===== config.mk =====
export PLATFORM = sky130hd
export DESIGN_NAME = fifo_push_arbiter
export DESIGN_NICKNAME = d
export VERILOG_FILES = /design/src/rtl/fifo_push_arbiter.sv
export SDC_FILE = /design/constraint.sdc
export NUM_CORES = 1
export LEC_CHECK = 0
export BUFFER_PORTS_ARGS = -buffer_cell sky130_fd_sc_hd__buf_2
export CORE_ASPECT_RATIO = 1.1
export CORE_MARGIN = 4
export CORE_UTILIZATION = 47
export CTS_CLUSTER_SIZE = 16
export DETAILED_ROUTE_END_ITERATION = 16
export GPL_ROUTABILITY_DRIVEN = 0
export PLACE_DENSITY = 0.77
export SLEW_MARGIN = 5
export SYNTH_ARGS = -nofsm -noshare
export SYNTH_HDL_FRONTEND = slang
export SYNTH_SLANG_ARGS = --single-unit

===== constraint.sdc =====
create_clock -name clk -period 2.02 [get_ports clk]
set_input_delay 0.101 -clock clk [delete_from_list [all_inputs] [get_ports clk]]
set_output_delay 0.101 -clock clk [all_outputs]
set_load 0.005 [all_outputs]

===== src/rtl/fifo_push_arbiter.sv =====
// fifo_push_arbiter: round-robin, burst-limited sharing of one fifo push port
// between two valid/ready producers.
//
// Ports:
//   clk, rst                    clock, async active-low reset
//   req0_valid/data/ready       producer 0 handshake
//   req1_valid/data/ready       producer 1 handshake
//   fifo_full                   fifo back-pressure
//   fifo_push, fifo_push_data   push strobe and muxed winner data
//   grant_id                    current or last owner
//   busy                        high while a producer owns the port
//   cnt0, cnt1                  accepted-beat counters, wrapping
module fifo_push_arbiter #(
    parameter int BIT_WIDTH = 8,
    parameter int BURST_LEN = 4,
    parameter int CNT_W     = 16
) (
    input  logic                 clk,
    input  logic                 rst,
    input  logic                 req0_valid,
    input  logic [BIT_WIDTH-1:0] req0_data,
    output logic                 req0_ready,
    input  logic                 req1_valid,
    input  logic [BIT_WIDTH-1:0] req1_data,
    output logic                 req1_ready,
    input  logic                 fifo_full,
    output logic                 fifo_push,
    output logic [BIT_WIDTH-1:0] fifo_push_data,
    output logic                 grant_id,
    output logic                 busy,
    output logic [CNT_W-1:0]     cnt0,
    output logic [CNT_W-1:0]     cnt1
);

    typedef enum logic [1:0] {
        IDLE = 2'd0,
        OWN0 = 2'd1,
        OWN1 = 2'd2
    } state_t;

    localparam logic [3:0] BURST_LAST = 4'(BURST_LEN);

    state_t     state;
    state_t     state_nxt;
    logic       rr_ptr;
    logic       rr_ptr_nxt;
    logic [3:0] beat_cnt;
    logic [3:0] beat_cnt_nxt;
    logic       grant_nxt;

    logic       win;
    logic       own;
    logic       own_valid;
    logic       xfer0;
    logic       xfer1;

    always_ff @(posedge clk or negedge rst) begin
        if (!rst) begin
            state    <= IDLE;
            rr_ptr   <= 1'b0;
            beat_cnt <= 4'd0;
            grant_id <= 1'b0;
        end else begin
            state    <= state_nxt;
            rr_ptr   <= rr_ptr_nxt;
            beat_cnt <= beat_cnt_nxt;
            grant_id <= grant_nxt;
        end
    end

    always_comb begin
        state_nxt    = state;
        rr_ptr_nxt   = rr_ptr;
        beat_cnt_nxt = beat_cnt;
        grant_nxt    = grant_id;
        req0_ready   = 1'b0;
        req1_ready   = 1'b0;
        own          = 1'b0;
        own_valid    = 1'b0;
        // Contention resolves to rr_ptr; otherwise the lone valid wins.
        win = (req0_valid && req1_valid) ? rr_ptr : req1_valid;

        case (state)
            IDLE: begin
                if ((req0_valid || req1_valid) && !fifo_full) begin
                    req0_ready = !win;
                    req1_ready = win;
                    grant_nxt  = win;
                    if (BURST_LEN == 1) begin
                        // Single-beat bursts never park in OWNx.
                        rr_ptr_nxt = !win;
                    end else begin
                        state_nxt    = win ? OWN1 : OWN0;
                        beat_cnt_nxt = 4'd1;
                    end
                end
            end
            OWN0, OWN1: begin
                own       = (state == OWN1);
                own_valid = own ? req1_valid : req0_valid;
                if (!own_valid) begin
                    // Owner ended its burst early: one bubble, then rearbitrate.
                    state_nxt    = IDLE;
                    rr_ptr_nxt   = !own;
                    beat_cnt_nxt = 4'd0;
                end else if (!fifo_full) begin
                    req0_ready   = !own;
                    req1_ready   = own;
                    beat_cnt_nxt = beat_cnt + 4'd1;
                    if (beat_cnt_nxt == BURST_LAST) begin
                        state_nxt  = IDLE;
                        rr_ptr_nxt = !own;
                    end
                end
            end
            default: begin
                state_nxt    = IDLE;
                beat_cnt_nxt = 4'd0;
            end
        endcase

        // Handshake is combinational, so it must be masked while in reset.
        if (!rst) begin
            req0_ready = 1'b0;
            req1_ready = 1'b0;
        end
    end

    assign xfer0          = req0_valid && req0_ready;
    assign xfer1          = req1_valid && req1_ready;
    assign fifo_push      = xfer0 || xfer1;
    assign fifo_push_data = xfer1 ? req1_data : req0_data;
    assign busy           = (state != IDLE);

    always_ff @(posedge clk or negedge rst) begin
        if (!rst) begin
            cnt0 <= '0;
            cnt1 <= '0;
        end else begin
            if (xfer0) begin
                cnt0 <= cnt0 + CNT_W'(1);
            end
            if (xfer1) begin
                cnt1 <= cnt1 + CNT_W'(1);
            end
        end
    end

endmodule


==> load_flow_metrics.sql <==
INSERT INTO impl_metrics (metric_group, metric, value, unit) VALUES
('run_status', 'status', 'finished, violations left', ''),
('run_status', 'failed_checks', 'setup timing', ''),
('power_and_ir_drop', 'max-vdd-ir-drop', '0.000584', 'V'),
('global_route', 'grt_resource_usage_total', '18.0', '%'),
('finish', 'number_of_fill_cells_in_the_layout', '377', ''),
('finish', 'seqCellArea', '1000', 'sq um'),
('global_route', 'antenna_found_initial', '0', ''),
('yosys', 'post_syn_area', '2310', 'sq um'),
('worst_setup_path', 'path_class', 'flip-flop to primary output', ''),
('worst_setup_path', 'worst_ep_required_time', '1920', 'ps'),
('clock_network', 'total_clock_buffers_created_by_cts', '5', ''),
('global_route', 'wire_length_of_the_first_global_routing_pass', '8500', 'microns'),
('worst_setup_path', 'number_of_buffers_and_inverters_on_the_critical_path', '3', ''),
('power_and_ir_drop', 'p_leak', '1.55', 'nW'),
('worst_setup_path', 'nature_of_the_critical_path_startpoint', 'flip-flop', ''),
('worst_setup_path', 'critPathTopFamily', 'flip-flops', ''),
('sta', 'fin_crit_share', '105', '%'),
('placed_design', 'detailed_place.area', '2740', 'sq um'),
('worst_setup_path', 'cpPeakStageDelay', '440', 'ps'),
('routing', 'drt-initial-drc-count', '77', ''),
('finish', 'antenna-diode-count', '0', ''),
('floorplanning', 'initial_core_utilization', '49.2', '%'),
('yosys', 'netlist.area_leader.share', '43.4', '%'),
('yosys', 'asyncSetResetFlopFracSynth', '100', '%'),
('global_route', 'maximum_number_of_pins_on_one_net_before_global_route_repair', '41', ''),
('global_route', 'grt-ovfl-total', '0', ''),
('routing', 'drt_pre_antenna_iters', '4', ''),
('floorplanning', 'fp.coreArea', '4680', 'sq um'),
('routing', 'detail-route-antenna-nets', '0', ''),
('sta', 'tightestPinTransition', '520', 'ps'),
('finish', 'multiInputGateArea', '1320', 'sq um'),
('worst_setup_path', 'cp_cell_sequence', 'inv_1 > ha_4 > a22oi_2 > nor2_4 > buf_12 > mux2_4 > buf_2', ''),
('sta', 'hold_violations', '0', ''),
('yosys', 'yosysUniqueCellTypes', '48', ''),
('placed_design', 'detailed_place_hpwl', '3720', 'microns'),
('yosys', 'syn_area_per_cell', '10.9', 'sq um'),
('sta', 'worst_slack', '-101', 'ps'),
('routing', 'vias_post_dr', '1898', ''),
('clock_network', 'ctsRootBufferMaster', 'sky130_fd_sc_hd__clkbuf_8', ''),
('sta', 'worst_clock_skew', '7.16', 'ps'),
('placed_design', 'buffer_ports.inserted', '65', ''),
('flow_run', 'max_cap_violations', '0', ''),
('yosys', 'synthCells', '211', ''),
('yosys', 'synth_seq_area_share', '43.4', '%'),
('yosys', 'syn_nets', '239', ''),
('floorplanning', 'row_cnt', '26', ''),
('finish', 'final_area', '3000', 'sq um'),
('sta', 'setup_viol', '9', ''),
('worst_setup_path', 'crit_fanout', '12', ''),
('yosys', 'synth_ff_type', 'sky130_fd_sc_hd__dfrtp_1', ''),
('yosys', 'ys_ff_latch', '40', ''),
('routing', 'viasPerCell', '5.42', ''),
('clock_network', 'cts_tree', 'done', ''),
('clock_network', 'clock_insertion_delay_worst_skew', '290', 'ps'),
('power_and_ir_drop', 'pwr_density_cell', '1000', 'nW/um^2'),
('floorplanning', 'die_height', '81.5', 'microns'),
('clock_network', 'cts.sink_count', '40', ''),
('worst_setup_path', 'cpMaxStageDelayCell', 'sky130_fd_sc_hd__dfrtp_1', ''),
('worst_setup_path', 'cp-end-kind', 'primary output', ''),
('sta', 'hold_ws', '183', 'ps'),
('floorplanning', 'pin_count', '66', ''),
('finish', 'finalNetCount', '321', ''),
('yosys', 'yosys_warnings', '0', ''),
('finish', 'layout-area-overhead-vs-synth', '30.2', '%'),
('floorplanning', 'die_area', '6090', 'sq um'),
('yosys', 'synth.largest_area_cell', 'sky130_fd_sc_hd__dfrtp_1', ''),
('clock_network', 'worst_setup_hold_path_clk_slew', '80', 'ps'),
('yosys', 'cells_taking_the_most_area_after_synthesis', 'sky130_fd_sc_hd__dfrtp_1 43%, sky130_fd_sc_hd__xor2_1 8.7%, sky130_fd_sc_hd__mux2_2 4.4%, sky130_fd_sc_hd__ha_1 3.8%, sky130_fd_sc_hd__nand3_1 2.8%', ''),
('floorplanning', 'fp.dieW', '74.8', 'microns'),
('routing', 'drt_wl_total', '5240', 'microns'),
('yosys', 'most_numerous_cell_in_the_yosys_netlist', 'sky130_fd_sc_hd__dfrtp_1', '');
-- routing by layer --
metal | GRT usage [%] | wire, microns
met3 | 3.55 | 260
met4 | 6.58 | 84
met5 | 0 | 0
met1 | 25.7 | 2400
met2 | 27.0 | 2500
-- metrics by stage --
stage,cells,worst slack [ps],utilization [%],power (mW)
6_report,350,-101,64.1,3.01
5_1_grt,350,-168,64.1,3.21
4_1_cts,348,-62.7,62.6,2.96
3_5_place_dp,335,81.9,58.4,2.18
3_3_place_gp,335,142,58.4,2.14
2_1_floorplan,211,125,-,1.78
-- registers in the layout, indices dropped and copies added (netlist names) --
| name | count |
|---|---|
| state | 2 |
| cnt0 | 16 |
| rr_ptr | 1 |
| cnt1 | 16 |
| beat_cnt | 4 |
| grant_id | 1 |
-- placed cells by master (no fill, tap or decap), types with 2 or more instances in the layout --
cell type	count
sky130_fd_sc_hd__xnor2_1	7
sky130_fd_sc_hd__and3_1	2
sky130_fd_sc_hd__nor4b_1	2
sky130_fd_sc_hd__nor4_1	8
sky130_fd_sc_hd__o21ai_0	4
sky130_fd_sc_hd__a21oi_1	4
sky130_fd_sc_hd__mux2i_1	2
sky130_fd_sc_hd__dfrtp_1	39
sky130_fd_sc_hd__ha_1	4
sky130_fd_sc_hd__nor2_1	4
sky130_fd_sc_hd__nand4_1	10
sky130_fd_sc_hd__and2_1	3
sky130_fd_sc_hd__mux2_4	6
sky130_fd_sc_hd__nand2_1	11
sky130_fd_sc_hd__buf_2	65
sky130_fd_sc_hd__ha_4	3
sky130_fd_sc_hd__and4_1	3
sky130_fd_sc_hd__nor4_2	4
sky130_fd_sc_hd__nor3_1	7
sky130_fd_sc_hd__clkbuf_8	5
sky130_fd_sc_hd__mux2_2	6
sky130_fd_sc_hd__xor2_1	23
sky130_fd_sc_hd__nand3_1	13
sky130_fd_sc_hd__inv_1	11
sky130_fd_sc_hd__buf_4	14
-- worst min-delay path: stages --
cell and delay [ps]:
sky130_fd_sc_hd__buf_2 170, sky130_fd_sc_hd__nand3_1 90, sky130_fd_sc_hd__mux2i_1 60
-- area by class of cell --
cell class | count | area share, %
flip-flops and latches | 40 | 33.4
clock inverters | 2 | 1.17
inverters | 12 | 1.50
multi-input cells | 153 | 43.9
clock buffers | 6 | 2.42
well taps | 56 | 2.33
repair buffers | 81 | 15.3
-- what timing repair did --
action,in CTS,in global routing
buffers inserted,4,1
endpoints found under the setup margin,9,12
hold endpoints to repair,40,0
hold buffers,1,0
gates resized for setup,9,9
gates cloned,0,1
pin swaps,4,4
-- final timing paths --
path	from	to	slack, ps	cells after the start
min in group asynchronous	rst	cnt1[15]	430	3
max in group asynchronous	rst	rr_ptr	1230	3
hold reg to reg	cnt0[15]	cnt0[15]	460	1
setup reg to reg	state[1]	cnt0[14]	90	7
setup / recovery	state[1]	fifo_push_data[3]	-100	7
hold / removal	req1_valid	state[1]	180	3
-- cells by family after synthesis --
kind of cell / share of synthesized area [%]
adder cells (fa/ha/maj): 3.80
multiplexers: 7.05
AND/OR/NAND/NOR: 20.8
AO/OA/AOI/OAI: 9.33
XOR/XNOR: 11.4
buffers and inverters: 4.18
flip-flops: 43.4
-- where the power goes --
part           internal (mW)  switching (mW)  leakage, nW  total (mW)
Sequential             0.928           0.182        0.519        1.11
Combinational          0.629           0.640        0.977        1.27
Clock                  0.366           0.262       0.0552       0.629
Total                   1.92            1.08         1.55        3.01
(Power assumes the default switching activity.)
